===== config.mk =====
export PLATFORM = sky130hd
export DESIGN_NAME = lat_scoreboard
export DESIGN_NICKNAME = d
export VERILOG_FILES = /design/src/rtl/sb_pkg.sv /design/src/rtl/sb_alloc_pick.sv /design/src/rtl/lat_scoreboard.sv
export SDC_FILE = /design/constraint.sdc
export NUM_CORES = 1
export LEC_CHECK = 0
export BUFFER_PORTS_ARGS = -buffer_cell sky130_fd_sc_hd__buf_2
export CAP_MARGIN = 20
export CORE_ASPECT_RATIO = 1.1
export CORE_MARGIN = 2
export CORE_UTILIZATION = 35
export CTS_CLUSTER_DIAMETER = 40
export CTS_CLUSTER_SIZE = 16
export DETAILED_ROUTE_END_ITERATION = 16
export GPL_ROUTABILITY_DRIVEN = 0
export PLACE_DENSITY = 0.64
export SYNTH_ARGS = -nofsm -noshare
export SYNTH_HDL_FRONTEND = slang
export SYNTH_SLANG_ARGS = --single-unit

===== constraint.sdc =====
create_clock -name clk -period 4.3 [get_ports clk]
set_input_delay 0.86 -clock clk [delete_from_list [all_inputs] [get_ports clk]]
set_output_delay 0.86 -clock clk [all_outputs]
set_load 0.01 [all_outputs]

===== src/rtl/sb_pkg.sv =====
// Shared types and helpers for the long-latency scoreboard.
// Register-file geometry, one-hot decode and removal counting.
package sb_pkg;

  localparam int REG_IDX_W = 5;
  localparam int REG_NUM   = 32;
  localparam int MAX_ENTRY = 16;

  typedef logic [REG_IDX_W-1:0] reg_idx_t;

  function automatic logic [REG_NUM-1:0] onehot32(input reg_idx_t idx);
    logic [REG_NUM-1:0] v;
    v      = '0;
    v[idx] = 1'b1;
    return v;
  endfunction

  function automatic logic [4:0] popcount(input logic [MAX_ENTRY-1:0] vec);
    logic [4:0] c;
    c = '0;
    for (int i = 0; i < MAX_ENTRY; i++) begin
      c = c + {4'd0, vec[i]};
    end
    return c;
  endfunction

endpackage


===== src/rtl/sb_alloc_pick.sv =====
// Lowest-index free-entry picker: one-hot grant over ~valid plus any_free.
// Fixed priority keeps allocation deterministic and easy to predict.
module sb_alloc_pick #(
  parameter int N = 4
) (
  input  logic [N-1:0] valid,
  output logic [N-1:0] grant,
  output logic         any_free
);

  logic [N-1:0] free_vec;
  logic         found;

  assign free_vec = ~valid;
  assign any_free = |free_vec;

  always_comb begin
    grant = '0;
    found = 1'b0;
    for (int i = 0; i < N; i++) begin
      if (free_vec[i] && !found) begin
        grant[i] = 1'b1;
        found    = 1'b1;
      end
    end
  end

endmodule


===== src/rtl/lat_scoreboard.sv =====
// Long-latency destination scoreboard: RAW/WAW stall detection, entry allocation
// on long writes, and retirement from multiple writeback ports.
module lat_scoreboard
  import sb_pkg::*;
#(
  parameter int NUM_ENTRY = 4,
  parameter int NUM_WB    = 2,
  parameter int WB_BYPASS = 1,
  parameter int CNT_W     = $clog2(NUM_ENTRY + 1)
) (
  input  logic                        clk,
  input  logic                        rstn,
  input  logic                        instruction_vaild,
  input  logic [REG_IDX_W-1:0]        rs1_index,
  input  logic [REG_IDX_W-1:0]        rs2_index,
  input  logic [REG_IDX_W-1:0]        rd_index,
  input  logic                        rs1_mark,
  input  logic                        rs2_mark,
  input  logic                        rd_mark,
  input  logic                        rd_long_mark,
  input  logic                        MEM_flush,
  input  logic [NUM_WB-1:0]           wb_valid,
  input  logic [REG_IDX_W*NUM_WB-1:0] wb_rd,
  output logic                        conflict,
  output logic                        full,
  output logic [CNT_W-1:0]            occupancy,
  output logic [REG_NUM-1:0]          pending
);

  localparam logic BYPASS_EN = (WB_BYPASS != 0);

  logic [NUM_ENTRY-1:0] ent_valid;
  reg_idx_t             ent_rd [NUM_ENTRY];
  logic [CNT_W-1:0]     occ_q;
  logic                 full_q;

  logic hit_rs1, hit_rs2, hit_rd;
  logic wbhit_rs1, wbhit_rs2, wbhit_rd;
  logic eff_rs1, eff_rs2, eff_rd;

  logic [NUM_ENTRY-1:0] remove_vec;
  logic [MAX_ENTRY-1:0] remove_pad;
  logic [4:0]           rm_cnt;

  logic [NUM_ENTRY-1:0] grant;
  logic                 any_free;
  logic                 alloc_req;
  logic                 alloc;
  logic [NUM_ENTRY-1:0] alloc_vec;
  logic [CNT_W-1:0]     occ_next;

  // x0 is architecturally constant, so it can never be a tracked hazard.
  always_comb begin
    hit_rs1 = 1'b0;
    hit_rs2 = 1'b0;
    hit_rd  = 1'b0;
    for (int e = 0; e < NUM_ENTRY; e++) begin
      if (ent_valid[e]) begin
        if (ent_rd[e] == rs1_index) hit_rs1 = 1'b1;
        if (ent_rd[e] == rs2_index) hit_rs2 = 1'b1;
        if (ent_rd[e] == rd_index)  hit_rd  = 1'b1;
      end
    end
    hit_rs1 = hit_rs1 & (rs1_index != '0);
    hit_rs2 = hit_rs2 & (rs2_index != '0);
    hit_rd  = hit_rd  & (rd_index  != '0);
  end

  always_comb begin
    wbhit_rs1 = 1'b0;
    wbhit_rs2 = 1'b0;
    wbhit_rd  = 1'b0;
    for (int k = 0; k < NUM_WB; k++) begin
      if (wb_valid[k]) begin
        if (wb_rd[k*REG_IDX_W +: REG_IDX_W] == rs1_index) wbhit_rs1 = 1'b1;
        if (wb_rd[k*REG_IDX_W +: REG_IDX_W] == rs2_index) wbhit_rs2 = 1'b1;
        if (wb_rd[k*REG_IDX_W +: REG_IDX_W] == rd_index)  wbhit_rd  = 1'b1;
      end
    end
  end

  assign eff_rs1 = hit_rs1 & ~(BYPASS_EN & wbhit_rs1);
  assign eff_rs2 = hit_rs2 & ~(BYPASS_EN & wbhit_rs2);
  assign eff_rd  = hit_rd  & ~(BYPASS_EN & wbhit_rd);

  assign conflict = instruction_vaild &
                    ((rs1_mark & eff_rs1) | (rs2_mark & eff_rs2) |
                     (rd_mark & eff_rd) | (rd_long_mark & full_q));

  // Every entry matching any writeback retires, even if duplicates ever existed.
  always_comb begin
    remove_vec = '0;
    for (int e = 0; e < NUM_ENTRY; e++) begin
      for (int k = 0; k < NUM_WB; k++) begin
        if (ent_valid[e] && wb_valid[k] &&
            (wb_rd[k*REG_IDX_W +: REG_IDX_W] == ent_rd[e])) begin
          remove_vec[e] = 1'b1;
        end
      end
    end
    remove_pad                = '0;
    remove_pad[NUM_ENTRY-1:0] = remove_vec;
  end

  assign rm_cnt = popcount(remove_pad);

  sb_alloc_pick #(
    .N(NUM_ENTRY)
  ) u_pick (
    .valid   (ent_valid),
    .grant   (grant),
    .any_free(any_free)
  );

  assign alloc_req = instruction_vaild & rd_long_mark & rd_mark &
                     (rd_index != '0) & ~conflict & ~MEM_flush;
  assign alloc     = alloc_req & any_free;
  assign alloc_vec = grant & {NUM_ENTRY{alloc}};
  assign occ_next  = occ_q + CNT_W'(alloc) - CNT_W'(rm_cnt);

  // A granted entry is free, so it can never also be retiring this cycle.
  always_ff @(posedge clk or negedge rstn) begin
    if (!rstn) begin
      ent_valid <= '0;
      for (int e = 0; e < NUM_ENTRY; e++) begin
        ent_rd[e] <= '0;
      end
      occ_q  <= '0;
      full_q <= 1'b0;
    end else begin
      for (int e = 0; e < NUM_ENTRY; e++) begin
        if (alloc_vec[e]) begin
          ent_valid[e] <= 1'b1;
          ent_rd[e]    <= rd_index;
        end else if (remove_vec[e]) begin
          ent_valid[e] <= 1'b0;
        end
      end
      occ_q  <= occ_next;
      full_q <= (occ_next == CNT_W'(NUM_ENTRY));
    end
  end

  always_comb begin
    pending = '0;
    for (int e = 0; e < NUM_ENTRY; e++) begin
      if (ent_valid[e]) pending = pending | onehot32(ent_rd[e]);
    end
    pending[0] = 1'b0;
  end

  assign occupancy = occ_q;
  assign full      = full_q;

endmodule


==> impl_metrics.py, run 1 <==
metrics = {
    "status": {
        "status": "completed",
    },
    "logic_synthesis": {
        "yosysTopAreaCell": "xor2_1",
        "avgSynthCellArea_sq_um": 8.34,
        "synth.cell_area_sq_um": 4030,
        "syn_inst": 483,
        "synthTopCellsByArea": "xor2_1 20%, dfrtp_1 17%, xnor2_1 8.7%, mux2_2 5.0%, clkbuf_1 4.0%",
        "post-synth-top-area-fraction_pct": 20.2,
        "ys_warn_count": 0,
        "synth_nets": 523,
        "synth.distinct_cells": 43,
        "ys_ff_latch": 28,
        "yosysSeqAreaShare_pct": 17.4,
    },
    "sta": {
        "max_freq_mhz": 258,
        "fin_skew_ps": 3.08,
        "slew_viol_final": 0,
        "fin_crit_sh_pct": 90.1,
        "setup_tns_ps": 0,
        "slew_headroom_pct": 30.5,
        "final_hold_viol_count": 0,
        "worst_slack_ps": 428,
        "rsz0062_at_grt": "false",
        "finalCriticalPeriod_ps": 3870,
        "worst_pin_slew_ps": 1040,
        "setup_violations": 0,
    },
    "final_layout": {
        "multi_input_area_sq_um": 3010,
        "drive_above_1_share_pct": 24.1,
        "regArea_sq_um": 701,
        "fillers": 1168,
        "syn_to_final_growth_pct": 10.2,
        "layout_commonest_cell": "xor2_1",
        "final_nets": 539,
        "layout_common_cells": "93 x xor2_1, 70 x buf_2, 40 x xnor2_1",
    },
    "clock_network": {
        "cts_buffers": 3,
        "cts.sinks": 28,
        "clk_latency_ps": 260,
        "cts_tree": "built",
        "root_buffer": "clkbuf_16",
        "post_cts_buffers": 0,
        "ctsLongestPathBuffers": 2,
        "hold_buffers": 0,
        "h-tree-depth": 1,
        "cts-resized-gates": 0,
        "clk_pin_slew_ps": 70,
    },
    "global_route": {
        "grt_pass1_wl_microns": 22600,
        "antenna_found_initial": 2,
        "grt_pass1_vias": 4039,
        "track_usage_pct": 23.4,
        "grt.overflow.total": 0,
        "grt_max_degree": 29,
    },
    "die": {
        "coreArea_sq_um": 11300,
        "rows": 41,
        "start_util_pct": 35.5,
        "fp.dieH_microns": 117,
        "io-pin-count": 72,
        "dieArea_sq_um": 12400,
        "die_w_microns": 106,
    },
    "worst_setup_path": {
        "cp-start-kind": "flip-flop",
        "worstPathArrival_ps": 4050,
        "crit_required_ps": 4470,
        "crit_fanout": 15,
        "rr_startpoint": "ent_rd[4]",
        "endpoint_kind": "flip-flop",
        "crit_type": "reg2reg",
        "cp-endpoint": "full",
        "r2r_cells": 13,
        "rrSetupSlack_ps": 430,
        "worstReg2RegEnd": "full",
        "crit_start": "ent_rd[4]",
    },
    "route": {
        "firstDrtPassIters": 6,
        "route.vias.total": 4064,
        "vias_per_cell": 6.26,
        "ant_nets": 0,
        "wl_per_cell_microns": 22.5,
        "drc_errors": 0,
        "drt_wl_total_microns": 14600,
        "drt-initial-drc-count": 347,
    },
    "power": {
        "power.density_nw_per_um2": 540,
        "leakage_nw": 1.90,
        "ir_worst_vdd_mv": 0.260,
        "power_mw": 2.40,
    },
    "placed_design": {
        "dp_worst_setup_slack_ps": 228,
        "numPortBuffers": 70,
        "hpwl_microns": 10400,
    },
    "min_path": {
        "hold_class": "in2async",
    },
    "run": {
        "drv_cap": 0,
    },
}
[cell usage after synthesis, drive strengths merged]
library cell / count
xor2: 93
clkbuf: 43
xnor2: 40
dfrtp: 28
buf: 27
nor4: 27
nand3: 24
mux2: 20
a221o: 16
o22ai: 16
a22oi: 15
nor2: 15
o221ai: 14
nand2: 13
nand3b: 9
nor3b: 8
and3: 7
nand4: 6
or3b: 6
nor3: 5
a21o: 4
a31oi: 4
and3b: 4
inv: 4
nand2b: 4
or2: 4
or4: 4
a41oi: 3
and2: 3
fa: 3
o21ai: 3
a32o: 2
ha: 2
or3: 2
a31o: 1
and4: 1
conb: 1
nand4b: 1
o21a: 1
[flip-flops by register name, summed over array words and instances, names as in the netlist]
signal and flops:
ent_valid 4, occupancy 3, ent_rd 20, full 1
[worst min-delay path by stage]
stage | cells after the start | slack, ps | start | end
2_1_floorplan | 0 | 560 | rstn | ent_rd[0]
3_3_place_gp | 2 | 610 | occupancy[2] | occupancy[2]
3_5_place_dp | 2 | 610 | occupancy[2] | occupancy[2]
4_1_cts | 2 | 620 | occupancy[2] | occupancy[2]
5_1_grt | 1 | 660 | rstn | ent_rd[13]
6_report | 1 | 610 | rstn | ent_rd[19]
[routing by layer]
| layer | share of wire, % | GRT usage [%] | up-vias |
|---|---|---|---|
| met1 | 42 | 31.6 | 1956 |
| met2 | 44 | 37.9 | 294 |
| met5 | 0 | 0 | - |
| met3 | 11 | 3.74 | 46 |
| met4 | 3.6 | 8.68 | 0 |
| li1 | - | - | 1768 |
[cell families (layout without fill, tap and decap cells)]
kind of cell    count (synthesis)  count (layout)  synth area share (%)
simple gates                  143             143                  22.5
xor+xnor                      133             133                  28.9
compound gates                 79              79                  15.7
buf+inv                        74              89                  7.79
flops                          28              28                  17.4
mux                            20              20                  5.59
fa+ha+maj                       5               5                  2.11
other cells                     1               2                0.0931
[power breakdown]
| group | total [mW] | internal [mW] | switching (mW) |
|---|---|---|---|
| Sequential | 0.793 | 0.368 | 0.425 |
| Clock | 0.230 | 0.143 | 0.0874 |
| Combinational | 1.38 | 0.623 | 0.753 |
| Total | 2.40 | 1.13 | 1.27 |
[metrics by stage]
stage,std cells,utilization [%],hold WS [ps],area (sq um)
finish,649,39.2,615,4440
global route,648,39.2,659,4440
CTS,648,39.2,622,4440
detailed placement,644,38.4,611,4350
global placement,644,38.4,608,4350
floorplan,483,-,564,4030
[worst max-delay path, cell delays in order (launching register included)]
cell     delay, ps
dfrtp_1        860
xor2_1         150
nor4_1         380
nand3_1        120
nand4_1        180
a32o_2         340
nor3_1         120
fa_1           500
ha_1           140
inv_1           50
fa_1           400
xor2_1         160
xnor2_1        180
nor3b_1        210
[final cells by class]
| cell class | instances | share of cell area [%] |
|---|---|---|
| multi-input combinational | 381 | 67.9 |
| sequential | 28 | 15.8 |
| timing repair buffer | 81 | 9.75 |
| tap | 150 | 4.23 |
| clock buffer | 4 | 2.00 |
| inverter | 4 | 0.338 |
| antenna | 1 | 0.0563 |
Note: power is estimated with default switching activity, not from simulation.
==> run 2: changes to the inputs <==
--- a/config.mk
+++ b/config.mk
@@ -15,6 +15,8 @@
 export DETAILED_ROUTE_END_ITERATION = 16
 export GPL_ROUTABILITY_DRIVEN = 0
 export PLACE_DENSITY = 0.64
+export RECOVER_POWER = 100
 export SYNTH_ARGS = -nofsm -noshare
 export SYNTH_HDL_FRONTEND = slang
+export SYNTH_HIERARCHICAL = 1
 export SYNTH_SLANG_ARGS = --single-unit
==> run 2 against run 1 <==
Effect of this change:
- the flow now finishes with violations (capacitance limit, slew limit)
- flip-flop and latch count unchanged
- first-iteration DRC count up 46%
- power up 1.0%
- routed wire length down 6.2%
- sequential share of layout area up 0.33 points
- final cell count down 0.46%
- largest power group unchanged
==> impl_metrics.py, run 2 <==
metrics = {
    "status": {
        "status": "complete, but fails checks",
        "violations": "capacitance limit, slew limit",
    },
    "clock_network": {
        "ctsLongestPathBuffers": 2,
        "root_buffer": "clkbuf_16",
        "cts.sinks": 28,
        "h-tree-depth": 1,
        "hold_buffers": 0,
        "clk_latency_ps": 260,
        "cts-resized-gates": 0,
        "cts_buffers": 3,
        "cts_tree": "built",
        "post_cts_buffers": 0,
        "clk_pin_slew_ps": 70,
    },
    "power": {
        "sw_frac_of_total_pct": 51.6,
        "power_frac_comb_pct": 55.9,
        "power.density_nw_per_um2": 557,
        "clkPwrFrac_pct": 11.2,
        "ir_worst_vdd_mv": 0.159,
        "intPower_mw": 1.17,
        "leakage_nw": 1.76,
        "p_switching_mw": 1.25,
        "p_seq_share_pct": 32.8,
    },
    "logic_synthesis": {
        "post-synth-top-area-fraction_pct": 18.2,
        "synthFlopType": "dfrtp_1",
        "synth_edf_count": 0,
        "yosysMostFrequentCell": "xor2_1",
        "synth.cell_area_sq_um": 4040,
        "synth_nets": 518,
        "ys_warn_count": 6,
        "synth-async-reset-ratio_pct": 100,
        "yosysSeqAreaShare_pct": 17.3,
        "avgSynthCellArea_sq_um": 8.46,
        "syn_inst": 478,
        "yosysTopAreaCell": "xor2_1",
        "ys_ff_latch": 28,
        "synth.distinct_cells": 47,
        "yosys-top-cells-count": "84 x xor2_1, 49 x xnor2_1, 28 x dfrtp_1",
        "synthTopCellsByArea": "xor2_1 18%, dfrtp_1 17%, xnor2_1 11%, a221o_1 6.2%, mux2_2 5.6%",
    },
    "die": {
        "dieArea_sq_um": 12400,
        "coreArea_sq_um": 11400,
        "start_util_pct": 35.5,
        "rows": 41,
        "die_w_microns": 106,
        "fp.dieH_microns": 117,
        "io-pin-count": 72,
    },
    "worst_setup_path": {
        "cp-endpoint": "full",
        "crit_type": "in2reg",
        "crit_fanout": 11,
        "crit_cells": 15,
        "slowest_stage": "or4_1",
        "crit_start": "rd_index[1]",
        "cp-start-kind": "input pin",
        "crit_family": "simple AND/OR/NAND/NOR gates",
        "worstPathArrival_ps": 4140,
        "endpoint_kind": "flip-flop",
        "rr_startpoint": "ent_rd[14]",
        "r2r_cells": 15,
        "critical-path-max-stage-delay_ps": 530,
        "crit_required_ps": 4480,
        "cp_num_buf_inv": 3,
        "path_cells": "buf_2, or4_1, o21ai_0, nand3b_1, o22ai_1, nor2_1, nand2_1, fa_1, inv_1, ha_1, inv_1, fa_1, xor2_1, xnor2_1, nor3b_1",
        "worstReg2RegEnd": "full",
        "rrSetupSlack_ps": 380,
    },
    "placed_design": {
        "numPortBuffers": 70,
        "postPlaceCellArea_sq_um": 4330,
        "hpwl_microns": 9550,
    },
    "route": {
        "route.met3.wl_microns": 1000,
        "firstDrtPassIters": 5,
        "drt_wl_total_microns": 13700,
        "met2_length_microns": 6680,
        "route.vias.total": 3943,
        "wl_per_cell_microns": 21.2,
        "top_layer_used": "met4",
        "drc_errors": 0,
        "vias_per_cell": 6.10,
        "drt-initial-drc-count": 506,
        "drt-met1-wl_microns": 5500,
        "ant_nets": 0,
    },
    "global_route": {
        "track_usage_pct": 21.6,
        "grt.overflow.total": 0,
        "grt_pass1_vias": 3869,
        "grt_pass1_wl_microns": 21100,
        "grt_max_degree": 29,
        "antenna_found_initial": 0,
    },
    "final_layout": {
        "final_nets": 537,
        "layout_common_cells": "84 x xor2_1, 49 x xnor2_1, 37 x clkbuf_1",
        "diodes": 0,
        "regMostFlops": "ent_rd",
        "fin_area_sq_um": 4350,
        "syn_to_final_growth_pct": 7.61,
        "largest_reg_flops": 20,
        "drive_above_1_share_pct": 15.3,
        "layout_commonest_cell": "xor2_1",
    },
    "sta": {
        "worst_pin_slew_ps": 1550,
        "setup_violations": 0,
        "final_hold_viol_count": 0,
        "max_freq_mhz": 252,
        "fin_skew_ps": 2.47,
        "whs_ps": 630,
        "slew_headroom_pct": -3.44,
        "setup_tns_ps": 0,
        "slew_viol_final": 29,
        "finalCriticalPeriod_ps": 3960,
        "rsz0062_at_grt": "false",
        "fin_crit_sh_pct": 92.1,
    },
    "min_path": {
        "hold_class": "reg2reg",
    },
    "run": {
        "drv_cap": 1,
    },
}
-- run 2: how the worst min path moves through the flow --
stage	endpoint	cells past startpoint	slack [ps]	startpoint
finish	occupancy[2]	2	630	occupancy[2]
global placement	occupancy[2]	2	600	occupancy[2]
detailed placement	occupancy[2]	2	630	occupancy[2]
CTS	occupancy[2]	2	640	occupancy[2]
global route	occupancy[2]	2	670	occupancy[2]
floorplan	ent_rd[0]	0	560	rstn
-- run 2: power groups by stage --
stage               combinational [mW]  clock [mW]  sequential [mW]
floorplan                         1.32           0            0.435
global placement                  1.33           0            0.780
detailed placement                1.37           0            0.785
CTS                               1.38       0.276            0.779
global route                      1.49       0.290            0.815
finish                            1.36       0.272            0.796
-- run 2: cells by family (layout without fill, tap and decap cells) --
logic type / Yosys count / count (layout) / synth area share [%]
buffers and inverters: 75 / 93 / 8.98
adder cells (fa/ha/maj): 5 / 5 / 2.10
other: 1 / 1 / 0.0928
multiplexers: 20 / 20 / 5.57
XOR/XNOR: 133 / 133 / 28.8
AO/OA/AOI/OAI: 75 / 75 / 15.1
AND/OR/NAND/NOR: 141 / 141 / 22.0
flip-flops: 28 / 28 / 17.3
-- run 2: per-stage QoR --
| step | setup WS, ps | power (mW) | instances | util, % |
|---|---|---|---|---|
| 2_1_floorplan | 369 | 1.75 | 478 | - |
| 3_3_place_gp | 123 | 2.11 | 642 | 38.0 |
| 3_5_place_dp | 35.5 | 2.15 | 642 | 38.0 |
| 4_1_cts | 300 | 2.43 | 646 | 38.9 |
| 5_1_grt | 105 | 2.60 | 646 | 38.2 |
| 6_report | 338 | 2.42 | 646 | 38.2 |
-- run 2: routing by layer --
layer	vias up	track usage [%]
met5	-	0
met4	0	6.84
met3	49	2.85
met2	205	37.8
met1	1934	27.9
li1	1755	-
-- run 2: tightest hold or removal path: cells and delay by family, from the launching register on --
kind,cells,cell delay (ps)
DFF,1,360
xor gates and xnor gates,2,230
-- run 2: area by class of cell --
| class | count | area, sq um |
|---|---|---|
| clock buffer | 3 | 75.1 |
| clock inverter | 1 | 30.0 |
| fill | 1180 | 7040 |
| inverter | 9 | 33.8 |
| multi-input combinational | 375 | 2950 |
| sequential | 28 | 701 |
| tap | 150 | 188 |
| timing repair buffer | 80 | 374 |
==> run 3: changes to the inputs <==
--- a/config.mk
+++ b/config.mk
@@ -7,7 +7,7 @@
 export LEC_CHECK = 0
 export BUFFER_PORTS_ARGS = -buffer_cell sky130_fd_sc_hd__buf_2
 export CAP_MARGIN = 20
-export CORE_ASPECT_RATIO = 1.1
+export CORE_ASPECT_RATIO = 0.5
 export CORE_MARGIN = 2
 export CORE_UTILIZATION = 35
 export CTS_CLUSTER_DIAMETER = 40
==> run 3 against run 2 <==
Effect of this change:
- the flow still finishes with violations (capacitance limit, slew limit)
- final cell count is the same
- final area rose by 0.49%
- die area rose by 0.41%
- non-clock buffer count is 5 higher
- critical path type is now reg2reg
- largest cell class unchanged
- highest routed layer unchanged
==> impl_metrics.py, run 3 (same netlist as run 2, synthesis figures left out) <==
metrics = {
    "final_layout": {
        "drive_above_1_share_pct": 15.8,
        "fillers": 1130,
        "largest_reg_flops": 20,
        "regMostFlops": "ent_rd",
        "diodes": 0,
        "layout_commonest_cell": "xor2_1",
        "fin_area_sq_um": 4370,
        "syn_to_final_growth_pct": 8.14,
        "layout_common_cells": "84 x xor2_1, 49 x xnor2_1, 36 x clkbuf_1",
        "final_nets": 542,
    },
    "global_route": {
        "grt_max_degree": 29,
        "antenna_found_initial": 0,
        "grt_pass1_wl_microns": 21200,
        "grt.overflow.total": 0,
        "track_usage_pct": 21.9,
        "grt_pass1_vias": 3648,
    },
    "clock_network": {
        "cts_buffers": 3,
        "cts_tree": "built",
        "hold_buffers": 0,
        "ctsLongestPathBuffers": 2,
        "cts.sinks": 28,
        "clk_latency_ps": 270,
        "cts-resized-gates": 0,
        "root_buffer": "clkbuf_16",
        "post_cts_buffers": 0,
        "clk_pin_slew_ps": 70,
        "h-tree-depth": 1,
    },
    "worst_setup_path": {
        "slowest_stage": "dfrtp_1",
        "rr_startpoint": "ent_rd[14]",
        "critical-path-max-stage-delay_ps": 820,
        "crit_family": "simple AND/OR/NAND/NOR gates",
        "rrSetupSlack_ps": 270,
        "worstPathArrival_ps": 4210,
        "crit_required_ps": 4480,
        "cp-start-kind": "flip-flop",
        "path_cells": "xor2_1, nor4_1, and3_1, or4_1, a22o_2, nor2_1, nand2_1, fa_1, inv_1, ha_1, inv_1, fa_1, xor2_1, xnor2_1, nor3b_1",
        "worstReg2RegEnd": "full",
        "r2r_cells": 15,
        "cp_num_buf_inv": 2,
        "crit_type": "reg2reg",
        "crit_fanout": 14,
        "endpoint_kind": "flip-flop",
        "crit_start": "ent_rd[14]",
    },
    "route": {
        "vias_per_cell": 6.17,
        "route.vias.total": 3985,
        "ant_nets": 0,
        "drt-initial-drc-count": 411,
        "firstDrtPassIters": 5,
        "wl_per_cell_microns": 21.6,
        "drt_wl_total_microns": 14000,
        "drc_errors": 0,
    },
    "sta": {
        "whs_ps": 647,
        "slew_headroom_pct": -13.5,
        "setup_tns_ps": 0,
        "rsz0062_at_grt": "false",
        "finalCriticalPeriod_ps": 4030,
        "slew_viol_final": 43,
        "max_freq_mhz": 248,
        "worst_pin_slew_ps": 1680,
        "fin_skew_ps": 4.26,
        "setup_violations": 0,
        "final_hold_viol_count": 0,
        "fin_crit_sh_pct": 93.7,
    },
    "die": {
        "rows": 27,
        "io-pin-count": 72,
        "dieArea_sq_um": 12500,
        "die_w_microns": 156,
        "fp.dieH_microns": 80.0,
        "start_util_pct": 36.4,
        "coreArea_sq_um": 11100,
    },
    "placed_design": {
        "hpwl_microns": 9770,
        "postPlaceCellArea_sq_um": 4360,
        "numPortBuffers": 70,
    },
    "power": {
        "leakage_nw": 1.78,
        "power.density_nw_per_um2": 567,
        "power_mw": 2.48,
        "ir_worst_vdd_mv": 0.208,
    },
    "min_path": {
        "holdPathStages": 2,
        "hold_class": "reg2reg",
        "min-delay-start": "occupancy[2]",
        "holdPathEnd": "occupancy[2]",
    },
    "run": {
        "drv_cap": 3,
    },
    "status": {
        "status": "complete, but fails checks",
        "violations": "capacitance limit, slew limit",
    },
}
## run 3: worst min-delay path, stage by stage, from the launching register on
cell	delay [ps]
dfrtp_1	380
xnor2_1	140
xnor2_1	80
## run 3: area by class of cell
type / instances / area, sq um / share of cell area [%]
Clock buffer: 3 / 75.1 / 1.72
Clock inverter: 1 / 30.0 / 0.687
Inverter: 9 / 33.8 / 0.773
Multi-Input combinational cell: 375 / 2940 / 67.2
Sequential cell: 28 / 701 / 16.0
Tap cell: 145 / 181 / 4.15
Timing Repair Buffer: 85 / 413 / 9.44
## run 3: where the power goes
part / total, mW / switching (mW) / internal, mW
Sequential: 0.790 / 0.417 / 0.373
Combinational: 1.42 / 0.778 / 0.637
Clock: 0.275 / 0.0897 / 0.186
## run 3: how the worst max path moves through the flow
stage / to / slack [ps] / cells past startpoint
final: full / 270 / 15
after global routing: full / 130 / 15
after CTS: full / 340 / 15
after detailed placement: full / 90 / 16
after global placement: full / 210 / 16
after floorplan: full / 370 / 16
## run 3: per-layer routing
layer  track usage [%]  vias up  part of all wire, %  routed length (microns)
li1                  -     1778                    -                        -
met1              31.7     1953                   46                     6370
met2              34.3      229                   43                     6030
met3              3.15       25                  9.5                     1320
met4              5.23        0                  1.8                      250
met5                 0        -                    0                        0
## run 3: metrics by stage
| stage | setup slack [ps] | utilization [%] | cells |
|---|---|---|---|
| finish | 270 | 39.3 | 646 |
| CTS | 343 | 40.2 | 646 |
| global placement | 207 | 39.2 | 642 |
| floorplan | 369 | - | 478 |
| detailed placement | 88.3 | 39.2 | 642 |
| global route | 130 | 39.3 | 646 |
